File: config.mk
export PLATFORM = sky130hd
export DESIGN_NAME = register_writeback
export DESIGN_NICKNAME = d
export VERILOG_FILES = /design/src/rtl/register_writeback.sv
export SDC_FILE = /design/constraint.sdc
export NUM_CORES = 1
export LEC_CHECK = 0
export ABC_AREA = 1
export BUFFER_PORTS_ARGS = -buffer_cell sky130_fd_sc_hd__buf_2
export CORE_ASPECT_RATIO = 1.4
export CORE_MARGIN = 4
export CORE_UTILIZATION = 25
export CTS_CLUSTER_SIZE = 16
export DETAILED_ROUTE_END_ITERATION = 7
export PLACE_DENSITY = 0.39
export SETUP_SLACK_MARGIN = 0.1
export SKIP_CTS_REPAIR_TIMING = 1
export SYNTH_ARGS = -nofsm -noshare
export SYNTH_HDL_FRONTEND = slang
export SYNTH_SLANG_ARGS = --single-unit
export TNS_END_PERCENT = 30
File: constraint.sdc
create_clock -name clk -period 3.4 [get_ports clk]
set_input_delay 0.68 -clock clk [delete_from_list [all_inputs] [get_ports clk]]
set_output_delay 0.68 -clock clk [all_outputs]
set_load 0.1 [all_outputs]
File: src/rtl/register_writeback.sv
// Writeback stage plus 16x32 architectural register file: one-entry valid/ready
// buffer from memory access, commit on load-data arrival, same-cycle read bypass.
module register_writeback #(
    parameter int unsigned NREGS    = 16,
    parameter int unsigned RA_INDEX = 15
) (
    input  logic        clk,
    input  logic        reset,
    input  logic        ma_valid,
    output logic        ma_ready,
    input  logic [4:0]  ma_opcode,
    input  logic [3:0]  ma_rd,
    input  logic [31:0] ma_alu_result,
    input  logic [31:0] ma_pc,
    input  logic [31:0] ld_data,
    input  logic        ld_data_valid,
    input  logic [3:0]  a1,
    input  logic [3:0]  a2,
    output logic [31:0] d1,
    output logic [31:0] d2,
    output logic        busy,
    output logic [3:0]  busy_rd,
    output logic [31:0] retired
);

    localparam int unsigned AW = 4;
    localparam int unsigned DW = 32;

    localparam logic [4:0] OP_LD   = 5'd14;
    localparam logic [4:0] OP_CALL = 5'd19;

    logic [DW-1:0] rf_q [NREGS];

    logic          valid_q, valid_d;
    logic          we_q, we_d;
    logic          isld_q, isld_d;
    logic [AW-1:0] dest_q, dest_d;
    logic [DW-1:0] value_q, value_d;
    logic [DW-1:0] retired_q, retired_d;

    logic          commit_c;
    logic          accept_c;
    logic          wr_en_c;
    logic [DW-1:0] commit_val_c;

    // Opcode decode: which incoming instructions write a register.
    always_comb begin
        wr_en_c = 1'b0;
        case (ma_opcode)
            5'd0, 5'd1, 5'd2, 5'd3, 5'd4,
            5'd6, 5'd7, 5'd8, 5'd9, 5'd10, 5'd11, 5'd12,
            OP_LD, OP_CALL: wr_en_c = 1'b1;
            default:        wr_en_c = 1'b0;
        endcase
    end

    assign commit_c     = valid_q && (!isld_q || ld_data_valid);
    assign ma_ready     = !valid_q || commit_c;
    assign accept_c     = ma_valid && ma_ready;
    assign commit_val_c = isld_q ? ld_data : value_q;

    // Buffer next state: a new accept replaces a committing entry.
    always_comb begin
        valid_d   = valid_q;
        we_d      = we_q;
        isld_d    = isld_q;
        dest_d    = dest_q;
        value_d   = value_q;
        retired_d = retired_q;
        if (commit_c) begin
            valid_d   = 1'b0;
            retired_d = retired_q + DW'(1);
        end
        if (accept_c) begin
            valid_d = 1'b1;
            we_d    = wr_en_c;
            isld_d  = (ma_opcode == OP_LD);
            dest_d  = (ma_opcode == OP_CALL) ? AW'(RA_INDEX) : ma_rd;
            value_d = (ma_opcode == OP_CALL) ? ma_pc + DW'(4) : ma_alu_result;
        end
    end

    always_ff @(posedge clk) begin
        if (reset) begin
            for (int i = 0; i < int'(NREGS); i++) begin
                rf_q[i] <= '0;
            end
            valid_q   <= 1'b0;
            we_q      <= 1'b0;
            isld_q    <= 1'b0;
            dest_q    <= '0;
            value_q   <= '0;
            retired_q <= '0;
        end else begin
            if (commit_c && we_q) begin
                rf_q[dest_q] <= commit_val_c;
            end
            valid_q   <= valid_d;
            we_q      <= we_d;
            isld_q    <= isld_d;
            dest_q    <= dest_d;
            value_q   <= value_d;
            retired_q <= retired_d;
        end
    end

    // Bypass the committing value so operand fetch sees it in the commit cycle.
    assign d1 = (commit_c && we_q && dest_q == a1) ? commit_val_c : rf_q[a1];
    assign d2 = (commit_c && we_q && dest_q == a2) ? commit_val_c : rf_q[a2];

    assign busy    = valid_q && we_q;
    assign busy_rd = busy ? dest_q : '0;
    assign retired = retired_q;

endmodule

==> After elaboration in Yosys (flattened, before gate mapping) <==
Memory sizes are Yosys's and may differ from the RTL's. A register that Yosys moved wholly into a read port is not among the register bits.
Cells that the tools add are included.
{ "classes": {"addsub": 2, "n_eq_ne": 4, "n_mux": 16, "reduce_logical": 12} }
{ "ops": {"columns": ["op", "n"], "rows": [
  ["32-bit two-way mux", 5],
  ["32-bit by 1-bit adder with 32-bit output (second input constant)", 1],
  ["32-bit by 3-bit adder with 32-bit output (second input constant)", 1],
  ["32-bit OR reduction", 1],
  ["4-bit two-way mux", 3],
  ["4-bit equality test", 2],
  ["1-bit two-way mux", 8],
  ["1-bit logical AND", 6],
  ["5-bit by 4-bit equality test with 1-bit output (second input constant)", 1],
  ["5-bit equality test (second input constant)", 1],
  ["1-bit zero test", 2],
  ["1-bit logical OR", 2],
  ["2-bit nonzero test", 1]
]} }
{ "totals": {"ff_bits": 70, "mem_bits_rw": 512, "mem_bits_ro": 32, "output_inout_bits": 102, "memories": 2} }
{ "memory_table": {"columns": ["name", "words", "word_bits", "read_ports", "rd_clocked_by_memory_dff", "write_ports", "line_no", "text"], "rows": [
  ["rf_q", 16, 32, 2, 0, 16, "32", "logic [DW-1:0] rf_q [NREGS];"],
  ["(no name shown)", 32, 1, 1, 1, 0, "49", "case (ma_opcode)"]
]} }

==> Logic depth before layout (Yosys ltp) <==
Gate-level depths: netlist (run 1).
{ "logic_depth": {"ltp_word": 9, "ltp_mapped": 11} }

==> Worst setup path before layout (run 1) <==
Ideal clock, no wire load.
{ "synth_path": {"path_type": "input to output", "from": "input port a2[3]", "to": "output port d2[0]", "arrival_ns": 3.709, "slack_ns": -0.989, "cell_stages": 6, "n_path_buf": 2, "path_cell_list": "clkbuf_1 -> xor2_1 -> nor4_1 -> nand2_1 -> clkbuf_1 -> o21ai_0"} }
{ "synth_between": {"elab_chain_len": 3, "elab_cells_between_ends": 4, "classes_between": "1 x eq/ne; 1 x mux; 1 x reduce/logical; 1 x memory"} }
{ "synth_rtl": {"columns": ["element", "line_no", "text"], "rows": [
  ["from (decl)", "18", "input logic [3:0] a2,"],
  ["branches (longest 2 deep; another with memory 16 x 32 bit)", null, null],
  ["32-bit two-way mux *", "109", "assign d2 = (commit_c && we_q && dest_q == a2) ? commit_val_c : rf_q[a2];"],
  ["to (decl)", "20", "output logic [31:0] d2,"]
]} }
Mark *: on every way between the ends.

==> Final worst setup path (run 1) <==
{ "layout_path": {"from": "register isld_q", "to": "output port d1[17]"} }
{ "layout_between": {"elab_chain_len": 6, "elab_cells_between_ends": 7, "classes_between": "2 x mux; 5 x reduce/logical"} }
{ "layout_rtl": {"columns": ["element", "line_no", "text"], "rows": [
  ["from (decl)", "36", "logic isld_q, isld_d;"],
  ["from (signal assigned)", "100", "isld_q <= isld_d;"],
  ["1-bit zero test", "57", "assign commit_c = valid_q && (!isld_q || ld_data_valid);"],
  ["1-bit logical OR", "57", null],
  ["1-bit logical AND", "57", null],
  ["1-bit logical AND (2 in a row)", "108", "assign d1 = (commit_c && we_q && dest_q == a1) ? commit_val_c : rf_q[a1];"],
  ["32-bit two-way mux *", "108", null],
  ["to (decl)", "19", "output logic [31:0] d1,"]
]} }
Every way passes the cells marked *; elsewhere a longest branch is shown, timed or not.

==> results.json, run 1 <==
{
  "fin_hold_ws_ns": 0.296,
  "syn_area_mm2": 0.0332,
  "cap_violations": 0,
  "routedWlPerCell_um": 25.8,
  "status": "complete, no violations",
  "area_delta_synth_final_pct": 23.7,
  "cts_buffers": 68,
  "drive_gt1_share_pct": 15.8,
  "h-tree-depth": 3,
  "r2r-start": "isld_q$_SDFFE_PP0P_",
  "drc": 0,
  "ys_ff_latch": 583,
  "critPathSlowestCell": "a21oi_2",
  "yosysWarnings": 0,
  "yosysUniqueCellTypes": 45,
  "min_to": "value_q[16]$_SDFFE_PP0P_",
  "crit_type": "reg -> out",
  "grt_pass1_vias": 31366,
  "drt_iter0_markers": 3070,
  "syn_area_per_cell_um2": 7.74,
  "synth_nets": 4408,
  "fmax_mhz": 305,
  "hp-class": "in -> reg",
  "grt.total_usage_pct": 22.7,
  "tns_ns": 0,
  "min_from": "ma_alu_result[16]",
  "grt_max_degree": 89,
  "synthMuxAreaShare_pct": 0.708,
  "cp-end-kind": "primary output",
  "coreArea_mm2": 0.131,
  "ant_nets": 0,
  "rows": 157,
  "clk_pin_slew_ns": 0.06,
  "synthAdderAreaFrac_pct": 0.0754,
  "critical_path_arrival_ns": 2.59,
  "grt_pass1_wl_um": 228000,
  "peakVddDrop_uv": 333,
  "numPortBuffers": 218,
  "critPathRequiredTime_ns": 2.72,
  "ys_seq_area_share_pct": 50.6,
  "synth_top_family_by_area": "simple AND/OR/NAND/NOR gates",
  "antenna_found_initial": 8,
  "firstDrtPassIters": 6,
  "finalNetCount": 4615,
  "rsz0062_at_grt": "true",
  "cts_tree": "yes",
  "die_x_um": 316,
  "crit_fanout": 16,
  "gp_congestion": 0.873,
  "start_util_pct": 25.3,
  "synth-xor-area-share_pct": 0.317,
  "static-leakage-power_nw": 15.9,
  "clock_sinks": 583,
  "overflow": 0,
  "timing.rr.end": "dest_q[1]$_SDFFE_PP0P_",
  "slew_headroom_pct": 39.9,
  "filler_cell_count": 13921,
  "synth_compound_area_share_pct": 6.61,
  "drv_slew": 0,
  "layout_commonest_cell": "nand2_1",
  "r2r.worst_path.cells": 8,
  "setup_viol": 0,
  "wl_um": 163000,
  "layout_min_cycle_time_ns": 3.27,
  "vias_per_cell": 5.12,
  "cts_max_path_buffers": 3,
  "path_cells": "buf_4 -> nor2_1 -> a21oi_2 -> o21ai_1 -> buf_12",
  "synth_simple_gate_area_share_pct": 35.5,
  "route.vias.total": 32269,
  "p_per_area_mw_per_mm2": 463,
  "finClkSkew_ns": 0.0223,
  "cpPeakStageDelay_ns": 0.52,
  "die_h_um": 439,
  "finalHoldViolations": 0,
  "clock-root-buffer": "clkbuf_16",
  "start_kind": "flop",
  "min_delay_path_depth": 3,
  "min_period_over_period_pct": 96.3,
  "clk_latency_ns": 0.65,
  "synth_cells": 4289,
  "die_area_mm2": 0.139,
  "dpl.hpwl_um": 101000,
  "io_pins": 219,
  "worstMarginPinSlew_ns": 0.902,
  "final_cell_mix": "1287 x nand2_1, 772 x nor2_1, 680 x nand3_1, 512 x edfxtp_1, 179 x buf_4",
  "r2r_setup_slack_ns": 1.02
}
[critical path, delay by kind of cell (launching register included)]
family,cells,cell delay [ns]
compound gates,2,0.80
flops,1,0.43
simple gates,1,0.11
buf+inv,2,0.60
[final cells by class]
class	count	area (um2)	area share, %
Sequential cell	583	16800	40.9
Inverter	123	492	1.20
Tap cell	1749	2190	5.33
Clock buffer	89	1850	4.52
Timing Repair Buffer	466	4850	11.8
Clock inverter	32	224	0.545
Multi-Input combinational cell	3254	14600	35.6
Antenna cell	5	12.5	0.0305
[registers in the layout, summed over array words and instances (netlist names)]
register  cells
rf_q        512
retired      32
value_q      32
dest_q        4
isld_q        1
valid_q       1
we_q          1
[cell families after synthesis]
group	Yosys count
flops	583
xor+xnor	12
fa+ha+maj	2
compound gates	383
simple gates	2840
buf+inv	452
mux	17
[layer usage]
metal  wire length, um  GRT usage (%)  up-vias  share of wire (%)
li1                  -              -    14718                  -
met1             67500           29.6    16014                 41
met2             79800           38.5     1272                 49
met3              9600           2.54      261                5.9
met4              5880           8.81        4                3.6
met5                16              0        -             0.0098
[per-stage QoR]
step	instances	utilization (%)	area, um2	setup slack [ns]	power (W)
after CTS	6285	31.0	40700	-0.566	0.0192
after floorplan	4289	-	33300	-0.474	0.0102
after global placement	6164	29.4	38600	-0.153	0.0120
after detailed placement	6164	29.4	38600	-0.174	0.0120
final	6301	31.2	41100	0.126	0.0190
after global routing	6299	31.2	41100	0.0656	0.0197
[cell usage after synthesis, drive strengths merged]
cell | number | share of area [%]
mux2i | 17 | 0.71
o21a | 2 | 0.045
xor2 | 7 | 0.18
xnor2 | 5 | 0.13
clkbuf | 124 | 1.4
ha | 2 | 0.075
nand4 | 9 | 0.19
dfxtp | 71 | 4.3
a21oi | 95 | 1.5
o21bai | 1 | 0.023
a211oi | 5 | 0.11
buf | 205 | 3.4
nand3b | 5 | 0.11
nor4 | 1 | 0.019
and3 | 1 | 0.019
nand2 | 1324 | 15
edfxtp | 512 | 46
nor2 | 806 | 9.4
a31oi | 22 | 0.41
o211ai | 60 | 1.4
o21ai | 192 | 3.0
clkinv | 1 | 0.011
o221ai | 5 | 0.13
nand3 | 682 | 10
o221a | 1 | 0.034
nor3 | 12 | 0.30
inv | 122 | 1.4
[worst max-delay path by stage]
stage,startpoint,slack [ns],endpoint,cells past startpoint
after floorplan,a1[1],-0.47,d1[18],9
after global placement,a2[3],-0.15,d2[0],8
after detailed placement,a2[3],-0.17,d2[0],8
after CTS,dest_q[3]$_SDFFE_PP0P_,-0.57,d2[0],7
after global routing,isld_q$_SDFFE_PP0P_,0.07,d1[17],5
final,isld_q$_SDFFE_PP0P_,0.13,d1[17],5
[power breakdown]
group / internal, W / total (W) / switching (W)
combinational: 0.00112 / 0.00372 / 0.00260
clock: 0.00400 / 0.00717 / 0.00317
sequential: 0.00800 / 0.00814 / 0.000139
Power figures use the tool's default switching activity.
==> run 2: changes to the inputs <==
--- a/config.mk
+++ b/config.mk
@@ -6,13 +6,13 @@
 export NUM_CORES = 1
 export LEC_CHECK = 0
 export ABC_AREA = 1
-export BUFFER_PORTS_ARGS = -buffer_cell sky130_fd_sc_hd__buf_2
 export CORE_ASPECT_RATIO = 1.4
 export CORE_MARGIN = 4
 export CORE_UTILIZATION = 25
 export CTS_CLUSTER_SIZE = 16
 export DETAILED_ROUTE_END_ITERATION = 7
-export PLACE_DENSITY = 0.39
+export DONT_BUFFER_PORTS = 1
+export PLACE_DENSITY = 0.37
 export SETUP_SLACK_MARGIN = 0.1
 export SKIP_CTS_REPAIR_TIMING = 1
 export SYNTH_ARGS = -nofsm -noshare
==> results.json, run 2 (same netlist as run 1, synthesis figures left out) <==
{
  "status": "complete, no violations",
  "clock-root-buffer": "clkbuf_16",
  "cts_max_path_buffers": 3,
  "numPortBuffers": 0,
  "rows": 157,
  "start_util_pct": 25.3,
  "worstMarginPinSlew_ns": 1.03,
  "timing.rr.end": "rf_q[7][1]$_SDFFCE_PN0P_",
  "slew_headroom_pct": 31.4,
  "grtUsageMet2_pct": 38.7,
  "cts_buffers": 69,
  "h-tree-depth": 3,
  "static-leakage-power_nw": 15.0,
  "finalNetCount": 4410,
  "drv_slew": 0,
  "critical_path_arrival_ns": 2.61,
  "cp-startpoint": "a1[0]",
  "routedWlPerCell_um": 26.1,
  "crit_fanout": 266,
  "cts_tree": "yes",
  "grtUsageMet1_pct": 28.0,
  "vias_per_cell": 5.04,
  "die_h_um": 439,
  "coreArea_mm2": 0.131,
  "p_per_area_mw_per_mm2": 469,
  "min_period_over_period_pct": 96.7,
  "gr-usage-met3_pct": 3.47,
  "finalHoldViolations": 0,
  "io_pins": 219,
  "cap_violations": 0,
  "crit_type": "in -> out",
  "ant_nets": 0,
  "clk_pin_slew_ns": 0.06,
  "area_delta_synth_final_pct": 20.2,
  "antenna_found_initial": 3,
  "die_x_um": 316,
  "rsz0062_at_grt": "true",
  "drt_iter0_markers": 2757,
  "firstDrtPassIters": 6,
  "clock_sinks": 583,
  "dpl.hpwl_um": 92600,
  "setup_viol": 0,
  "grt_max_degree": 267,
  "wl_um": 159000,
  "finClkSkew_ns": 0.0206,
  "fmax_mhz": 304,
  "start_kind": "input port",
  "grt_pass1_vias": 30020,
  "overflow": 0,
  "layout_commonest_cell": "nand2_1",
  "gp_congestion": 0.855,
  "r2r-start": "we_q$_SDFFE_PP0P_",
  "grt.total_usage_pct": 22.1,
  "total_power_w": 0.0187,
  "place_ws_ns": 0.0871,
  "top_register": "rf_q",
  "cp-end-kind": "primary output",
  "crit_end": "d1[4]",
  "r2r.worst_path.cells": 8,
  "route.vias.total": 30721,
  "clk_latency_ns": 0.66,
  "setup_slack_ns": 0.114,
  "drive_gt1_share_pct": 12.7,
  "layout_min_cycle_time_ns": 3.29,
  "peakVddDrop_uv": 359,
  "largest_register_ffs": 512,
  "drc": 0,
  "critPathRequiredTime_ns": 2.72,
  "hp-class": "in -> reg",
  "busiest_layer": "met2",
  "r2r_setup_slack_ns": 0.83,
  "grt_pass1_wl_um": 222000,
  "final_cell_mix": "1288 x nand2_1, 768 x nor2_1, 680 x nand3_1, 512 x edfxtp_1, 152 x buf_4",
  "die_area_mm2": 0.139
}
-- run 2: changes by cell type in the layout (fill, tap and decap cells not counted), sizes merged --
cell | previous run | this run
clkinv | 31 | 33
buf | 463 | 259
clkbuf | 92 | 87
bufinv | 2 | 4
diode | 5 | 1
inv | 120 | 122
clkinvlp | 2 | 1
-- run 2: through the flow --
| stage | instances | instance area [um2] | hold WS, ns | TNS (ns) | utilization [%] |
|---|---|---|---|---|---|
| global route | 6092 | 39900 | 0.0804 | 0 | 30.4 |
| detailed placement | 5961 | 37300 | 0.462 | 0 | 28.4 |
| floorplan | 4289 | 33300 | 0.456 | -10.63 | - |
| finish | 6093 | 39900 | 0.0996 | 0 | 30.4 |
| CTS | 6084 | 39500 | 0.0503 | -5.42 | 30.0 |
| global placement | 5961 | 37300 | 0.459 | 0 | 28.4 |
-- run 2: worst min path at each step --
stage                             startpoint                       end  slack, ns  cells after the start
global route                           reset  retired[20]$_SDFFE_PP0N_       0.08                      1
CTS                                    reset  retired[17]$_SDFFE_PP0N_       0.05                      1
global placement    value_q[21]$_SDFFE_PP0P_  value_q[21]$_SDFFE_PP0P_       0.46                      2
finish                                 reset  retired[17]$_SDFFE_PP0N_        0.1                      1
floorplan           value_q[22]$_SDFFE_PP0P_  value_q[22]$_SDFFE_PP0P_       0.46                      2
detailed placement  value_q[21]$_SDFFE_PP0P_  value_q[21]$_SDFFE_PP0P_       0.46                      2
-- run 2: critical path, cell delays in order --
cell     delay (ns)
inv_8          0.34
nand2_1        0.11
a21oi_2        0.18
nand4_4        0.11
buf_4          0.22
buf_6          0.23
o21ai_4        0.29
buf_12         0.22
-- run 2: final cells by class --
class                           instances  area [um2]
Multi-Input combinational cell       3254       15000
Timing Repair Buffer                  260        3280
Clock inverter                         37         285
Sequential cell                       583       16800
Clock buffer                           86        1860
Inverter                              123         493
Antenna cell                            1        2.50
Tap cell                             1749        2190
Fill cell                           13891       91500
-- run 2: routing by layer --
layer  vias up  part of all wire (%)  wire [um]
met5         -                     0          0
met4         0                   3.0       4810
met1     15156                    41      65200
met3       224                   6.2       9900
met2      1052                    50      79100
li1      14289                     -          -
-- run 2: power breakdown --
part | switching [W] | total (W) | internal [W]
Clock | 0.00318 | 0.00736 | 0.00419
Combinational | 0.00222 | 0.00320 | 0.000979
Sequential | 0.000138 | 0.00814 | 0.00800
Total | 0.00554 | 0.0187 | 0.0132
